[config.mk]
export PLATFORM = sky130hd
export DESIGN_NAME = dbg_probe_ctrl
export DESIGN_NICKNAME = d
export VERILOG_FILES = /design/src/rtl/dbg_probe_ctrl_pkg.sv /design/src/rtl/dbg_sw_sync.sv /design/src/rtl/dbg_probe_ctrl.sv
export SDC_FILE = /design/constraint.sdc
export NUM_CORES = 1
export LEC_CHECK = 0
export BUFFER_PORTS_ARGS = -buffer_cell sky130_fd_sc_hd__buf_2
export CORE_AREA = 2 2 414 416
export CTS_CLUSTER_SIZE = 16
export DETAILED_ROUTE_END_ITERATION = 16
export DIE_AREA = 0 0 416 418
export SYNTH_ARGS = -nofsm -noshare
export SYNTH_HDL_FRONTEND = slang
export SYNTH_SLANG_ARGS = --single-unit
[constraint.sdc]
create_clock -name clk -period 4.21 [get_ports clk]
set_clock_uncertainty 0.05 [all_clocks]
set_input_delay 1.0525 -clock clk [delete_from_list [all_inputs] [get_ports clk]]
set_output_delay 1.0525 -clock clk [all_outputs]
set_load 0.02 [all_outputs]
[src/rtl/dbg_probe_ctrl_pkg.sv]
// Shared encodings for the debug probe controller: mode codes, FREEZE states
// and the switch field positions.
package dbg_probe_ctrl_pkg;

  localparam logic [1:0] DBG_MODE_LIVE   = 2'b00;
  localparam logic [1:0] DBG_MODE_FREEZE = 2'b01;
  localparam logic [1:0] DBG_MODE_SCAN   = 2'b10;
  localparam logic [1:0] DBG_MODE_STICKY = 2'b11;

  localparam logic [0:0] FRZ_ARMED  = 1'b0;
  localparam logic [0:0] FRZ_FROZEN = 1'b1;

  localparam int unsigned SW_SEL_HI  = 15;
  localparam int unsigned SW_SEL_LO  = 8;
  localparam int unsigned SW_MODE_HI = 1;
  localparam int unsigned SW_MODE_LO = 0;
  localparam int unsigned SW_CLR     = 2;

endpackage

[src/rtl/dbg_sw_sync.sv]
// Two-flop synchroniser for the board switches plus a rising-edge detector
// on the synchronised clear switch.
module dbg_sw_sync
  import dbg_probe_ctrl_pkg::*;
(
  input  logic        clk,
  input  logic        rst,
  input  logic [15:0] sw,
  output logic [15:0] sws,
  output logic        clr_pulse
);

  logic [15:0] meta_q, meta_d;
  logic [15:0] sws_q, sws_d;
  logic        clr_prev_q, clr_prev_d;

  always_comb begin
    meta_d     = sw;
    sws_d      = meta_q;
    clr_prev_d = sws_q[SW_CLR];
  end

  always_ff @(posedge clk or negedge rst) begin
    if (!rst) begin
      meta_q     <= '0;
      sws_q      <= '0;
      clr_prev_q <= 1'b0;
    end else begin
      meta_q     <= meta_d;
      sws_q      <= sws_d;
      clr_prev_q <= clr_prev_d;
    end
  end

  assign sws       = sws_q;
  assign clr_pulse = sws_q[SW_CLR] & ~clr_prev_q;

endmodule

[src/rtl/dbg_probe_ctrl.sv]
// Registered LED probe controller: live, freeze-on-trigger, auto-scan and sticky
// modes. Define DBG_PROBE_SCAN_EN to build the auto-scan mode in.
module dbg_probe_ctrl
  import dbg_probe_ctrl_pkg::*;
#(
  parameter int unsigned CH_NUM   = 64,
  parameter int unsigned CH_W     = 16,
  parameter int unsigned SCAN_DIV = 25_000_000
) (
  input  logic                     clk,
  input  logic                     rst,
  input  logic [15:0]              sw,
  input  logic [CH_NUM*CH_W-1:0]   probe_bus,
  input  logic                     trig,
  output logic                     frozen,
  output logic [15:0]              led_data
);

  if (CH_NUM < 1 || CH_NUM > 256) begin : g_bad_ch_num
    $error("CH_NUM must be in 1..256");
  end
  if (CH_W < 1 || CH_W > 16) begin : g_bad_ch_w
    $error("CH_W must be in 1..16");
  end
  if (SCAN_DIV < 1) begin : g_bad_scan_div
    $error("SCAN_DIV must be at least 1");
  end

  logic [15:0] sws;
  logic        clr_pulse;

  dbg_sw_sync u_sw_sync (
    .clk      (clk),
    .rst      (rst),
    .sw       (sw),
    .sws      (sws),
    .clr_pulse(clr_pulse)
  );

  logic [7:0]  sel;
  logic [1:0]  mode;
  logic [1:0]  eff_mode;
  logic        mode_chg;
  logic        sel_chg;
  logic [15:0] lv;

  logic [1:0]  mode_q, mode_d;
  logic [7:0]  sel_q, sel_d;
  logic [0:0]  st_q, st_d, st_e;
  logic [15:0] snap_q, snap_d;
  logic [15:0] stk_q, stk_d;
  logic [15:0] led_q, led_d;

  assign sel      = sws[SW_SEL_HI:SW_SEL_LO];
  assign mode     = sws[SW_MODE_HI:SW_MODE_LO];
  assign mode_chg = (mode != mode_q);
  assign sel_chg  = (sel != sel_q);

  always_comb begin
    lv = sws;
    for (int unsigned k = 0; k < CH_NUM; k++) begin
      if (32'(sel) == k) begin
        lv             = '0;
        lv[CH_W-1:0]   = probe_bus[k*CH_W +: CH_W];
      end
    end
  end

`ifdef DBG_PROBE_SCAN_EN
  localparam int unsigned CNT_W = (SCAN_DIV > 1) ? $clog2(SCAN_DIV) : 1;
  localparam int unsigned IDX_W = (CH_NUM > 1) ? $clog2(CH_NUM) : 1;

  logic [CNT_W-1:0] cnt_q, cnt_d;
  logic [IDX_W-1:0] idx_q, idx_d;
  logic [15:0]      scan_lv;

  assign eff_mode = mode;

  // Counter and index sit at zero outside SCAN, so the entry cycle already
  // shows channel 0 and counts as its first display cycle.
  always_comb begin
    cnt_d = '0;
    idx_d = '0;
    if (mode == DBG_MODE_SCAN) begin
      if (cnt_q == CNT_W'(SCAN_DIV - 1)) begin
        cnt_d = '0;
        idx_d = (idx_q == IDX_W'(CH_NUM - 1)) ? '0 : idx_q + 1'b1;
      end else begin
        cnt_d = cnt_q + 1'b1;
        idx_d = idx_q;
      end
    end
  end

  always_comb begin
    scan_lv = '0;
    for (int unsigned k = 0; k < CH_NUM; k++) begin
      if (32'(idx_q) == k) begin
        scan_lv[CH_W-1:0] = probe_bus[k*CH_W +: CH_W];
      end
    end
  end

  always_ff @(posedge clk or negedge rst) begin
    if (!rst) begin
      cnt_q <= '0;
      idx_q <= '0;
    end else begin
      cnt_q <= cnt_d;
      idx_q <= idx_d;
    end
  end
`else
  assign eff_mode = (mode == DBG_MODE_SCAN) ? DBG_MODE_LIVE : mode;
`endif

  always_comb begin
    mode_d = mode;
    sel_d  = sel;
    st_d   = st_q;
    snap_d = snap_q;
    stk_d  = stk_q;
    led_d  = led_q;
    st_e   = mode_chg ? FRZ_ARMED : st_q;

    case (eff_mode)
      DBG_MODE_FREEZE: begin
        if (clr_pulse) begin
          st_d  = FRZ_ARMED;
          led_d = lv;
        end else if (st_e == FRZ_ARMED) begin
          st_d  = FRZ_ARMED;
          led_d = lv;
          if (trig) begin
            snap_d = lv;
            st_d   = FRZ_FROZEN;
          end
        end else begin
          led_d = snap_q;
        end
      end
      DBG_MODE_STICKY: begin
        stk_d = ((mode_chg || clr_pulse || sel_chg) ? '0 : stk_q) | lv;
        led_d = stk_d;
      end
`ifdef DBG_PROBE_SCAN_EN
      DBG_MODE_SCAN: led_d = scan_lv;
`endif
      default: led_d = lv;
    endcase

    if (eff_mode != DBG_MODE_FREEZE) st_d = FRZ_ARMED;
  end

  always_ff @(posedge clk or negedge rst) begin
    if (!rst) begin
      mode_q <= DBG_MODE_LIVE;
      sel_q  <= '0;
      st_q   <= FRZ_ARMED;
      snap_q <= '0;
      stk_q  <= '0;
      led_q  <= '0;
    end else begin
      mode_q <= mode_d;
      sel_q  <= sel_d;
      st_q   <= st_d;
      snap_q <= snap_d;
      stk_q  <= stk_d;
      led_q  <= led_d;
    end
  end

  assign led_data = led_q;
  assign frozen   = (st_q == FRZ_FROZEN);

endmodule
==> impl_metrics.toml <==
[run_status]
status = "complete, but fails checks"
violations = "setup timing"

[timing]
fin_ws_ns = -0.192
worstMarginPinSlew_ns = 1.46
fin_crit_ns = 4.40
setup_viol = 7
drv_slew = 0
slew_headroom = 0.0206
hold_violations = 0
fmax_mhz = 227
holdWs_ns = 0.295
fin_crit_sh = 1.05

[setup_path]
worstPathArrival_ns = 4.71
cp_top_family = "compound AO/OA/AOI/OAI gates"
path_class = "reg -> reg"
required_ns = 4.52
crit_buf_inv = 5
cp_slowest_stage_delay_ns = 0.59
cp-start-kind = "register"
cp_slowest_cell = "o211ai_1"
cp-end-kind = "register"
crit_top_cell = "buf_4"
path_cells = "buf_12, buf_12, buf_4, buf_4, nor2_1, o22ai_1, a221oi_1, a211oi_2, o22ai_1, o211ai_1, a21oi_2, buf_4, o21ai_2, a22o_1"
critPathMaxFanout = 26

[logic_synthesis]
ys_seq_area_frac = 0.156
syn_inst = 2116
synth_top_family_by_area = "compound AO/OA/AOI/OAI gates"
synth_mux_area_frac = 0.0722
ys_ff_latch = 92
synth_most_common_cell = "nand2_1"
synthTopCellsByArea = "dfrtp_1, o21ai_0, a21oi_1, nand2_1, o22ai_1"
synth-xor-area-share = 0.00652
synth_simple_gate_area_share = 0.224
postSynthAreaPerCell_um2 = 6.98
synth_ff_type = "dfrtp_1"
yosys-top-cells-count = "nand2_1, o21ai_0, a21oi_1, nor2_1, buf_2"
synth-compound-area-share = 0.460
syn_area_um2 = 14800
synth_top_area_share = 0.156
synth_cell_types = 98
synthAdderAreaFrac = 0
async_flop_share = 1.00
yosysTopAreaCell = "dfrtp_1"
yosysWarnings = 0
synth_edf_count = 0
synth_nets = 3159

[clock_network]
cts_root_buffer = "clkbuf_16"
insertion_delay_ns = 0.43
htreeDepth = 3
tritoncts = "built"
clock-sinks = 92
clkTransAtPathRegs_ns = 0.11
clk_path_buf_depth = 2
cts_buffers = 9

[power_and_ir_drop]
finalPower_uw = 4890
power_density_nw_per_um2 = 187
ir_drop_uv = 214
leakage_uw = 0.0113

[route]
firstDrtPassIters = 9
drt-vias-per-instance = 5.10
drc = 0
wl_mm = 272
routedWlPerCell_um = 48.0
vias = 29000
antenna_left = 0
drt_iter0_drc = 4425

[place]
gp_congestion = 1.08
dpl.hpwl_mm = 233
pre_cts_slack_ns = -0.930
postPlaceCellArea_um2 = 25400
numPortBuffers = 1059

[final_layout]
synthToLayoutAreaGrowth_pct = 77.0
fillers = 19700
seqCellArea_um2 = 2320
multi_input_area_um2 = 11600
finish.net_count = 4420
final_layout_size_suffix_gt1_frac = 0.480
final_cell_area_um2 = 26200
fin_util = 0.155

[die]
rows = 151
io_pins = 1060
die_h_um = 418
start_util = 0.0874
die_w_um = 416
dieArea_um2 = 174000
coreArea_um2 = 169000

[grt]
grt_use_met3 = 0.0824
grt_pass1_wl_mm = 330
grt_usage = 0.300
grt_use_met1 = 0.361
use_met2 = 0.464
grt_pass1_vias = 27800
antenna_found_initial = 200
grt_overflow_total = 0
busiest_layer = "met2"
grt_start_max_net_pins = 55

[min_path]
hold_class = "reg -> reg"

[flow_run]
cap_viol_max_count = 0
## what timing repair did
item                       CTS  global route
hold buffers                 0             0
pin swaps                    6             4
setup endpoints to repair   18             7
setup buffers               10             0
resized for setup           23             4
## per-stage QoR
step                      std cells  TNS [ns]
after global placement         5572    -10.36
after detailed placement       5574     -7.75
final                          5677    -0.688
after global routing           5637  -0.00195
after CTS                      5600         0
after floorplan                2116         0
## routing by layer
layer	vias up	routed length [um]
met3	802	25500
met4	86	22500
li1	10900	-
met5	-	551
met1	14500	106000
met2	2691	118000
## worst paths after layout
check	startpoint	end	slack, ns	depth (start not counted)
setup / recovery	u_sw_sync.sws[8]$_DFF_PN0_	stk_q[2]$_DFFE_PN0P_	-0.19	14
hold / removal	u_sw_sync.meta_q[0]$_DFF_PN0_	u_sw_sync.sws[0]$_DFF_PN0_	0.30	0
setup reg to reg	u_sw_sync.sws[8]$_DFF_PN0_	stk_q[2]$_DFFE_PN0P_	-0.19	14
hold reg to reg	u_sw_sync.meta_q[0]$_DFF_PN0_	u_sw_sync.sws[0]$_DFF_PN0_	0.30	0
max in group asynchronous	rst	snap_q[7]$_DFFE_PN0P_	2.47	2
min in group asynchronous	rst	u_sw_sync.meta_q[13]$_DFF_PN0_	0.64	1
## cell families after synthesis
logic type,after synthesis
AO/OA/AOI/OAI,1018
AND/OR/NAND/NOR,657
multiplexers,98
buffers and inverters,240
flip-flops,92
XOR/XNOR,11
## cells in the final DEF (no fill, tap or decap), types with 12 or more instances in the layout
cell type  netlist  routed
nand3_1         42      42
o21ai_1         17      17
a222oi_1        14      14
o31ai_1         25      24
nand3b_1        12      12
a31oi_1         38      38
a221oi_1        35      33
dfrtp_1         92      88
mux2i_1         56      56
o2111ai_1       17      17
o221ai_1        32      32
a221o_1         15      15
nor3_1          46      46
a32oi_1         14      14
a2bb2oi_1       15      14
buf_4           25     381
a211oi_1        27      25
nand2_1        207     207
o211ai_1        33      33
a22o_1          22      22
buf_12           0      38
o22ai_1        114     114
nor2_1         186     185
o21ai_0        206     205
mux2_2          38      38
a22oi_1         88      85
nor2b_1         24      21
diode_2          0      77
buf_2          116    1058
nand2b_1        23      22
a21oi_1        202     199
## flip-flops by register name, summed over array words and instances, names as in the netlist
name and cells:
frozen 1, led_data 16, mode_q 2, sel_q 8, snap_q 16, stk_q 16, u_sw_sync.clr_prev_q 1, u_sw_sync.meta_q 16
u_sw_sync.sws 16
## where the power goes
| group | internal, uW | switching [uW] |
|---|---|---|
| registers | 992 | 93.0 |
| logic | 973 | 1820 |
| clock network | 432 | 578 |
| total | 2400 | 2490 |
## layout make-up
class,count,share of cell area
inverters,9,0.00134
well taps,2218,0.106
repair buffers,1481,0.343
diodes,77,0.00736
clock inverters,7,0.00349
flip-flops and latches,92,0.0886
multi-input cells,1784,0.442
clock buffers,9,0.00861
(Power assumes the default switching activity.)
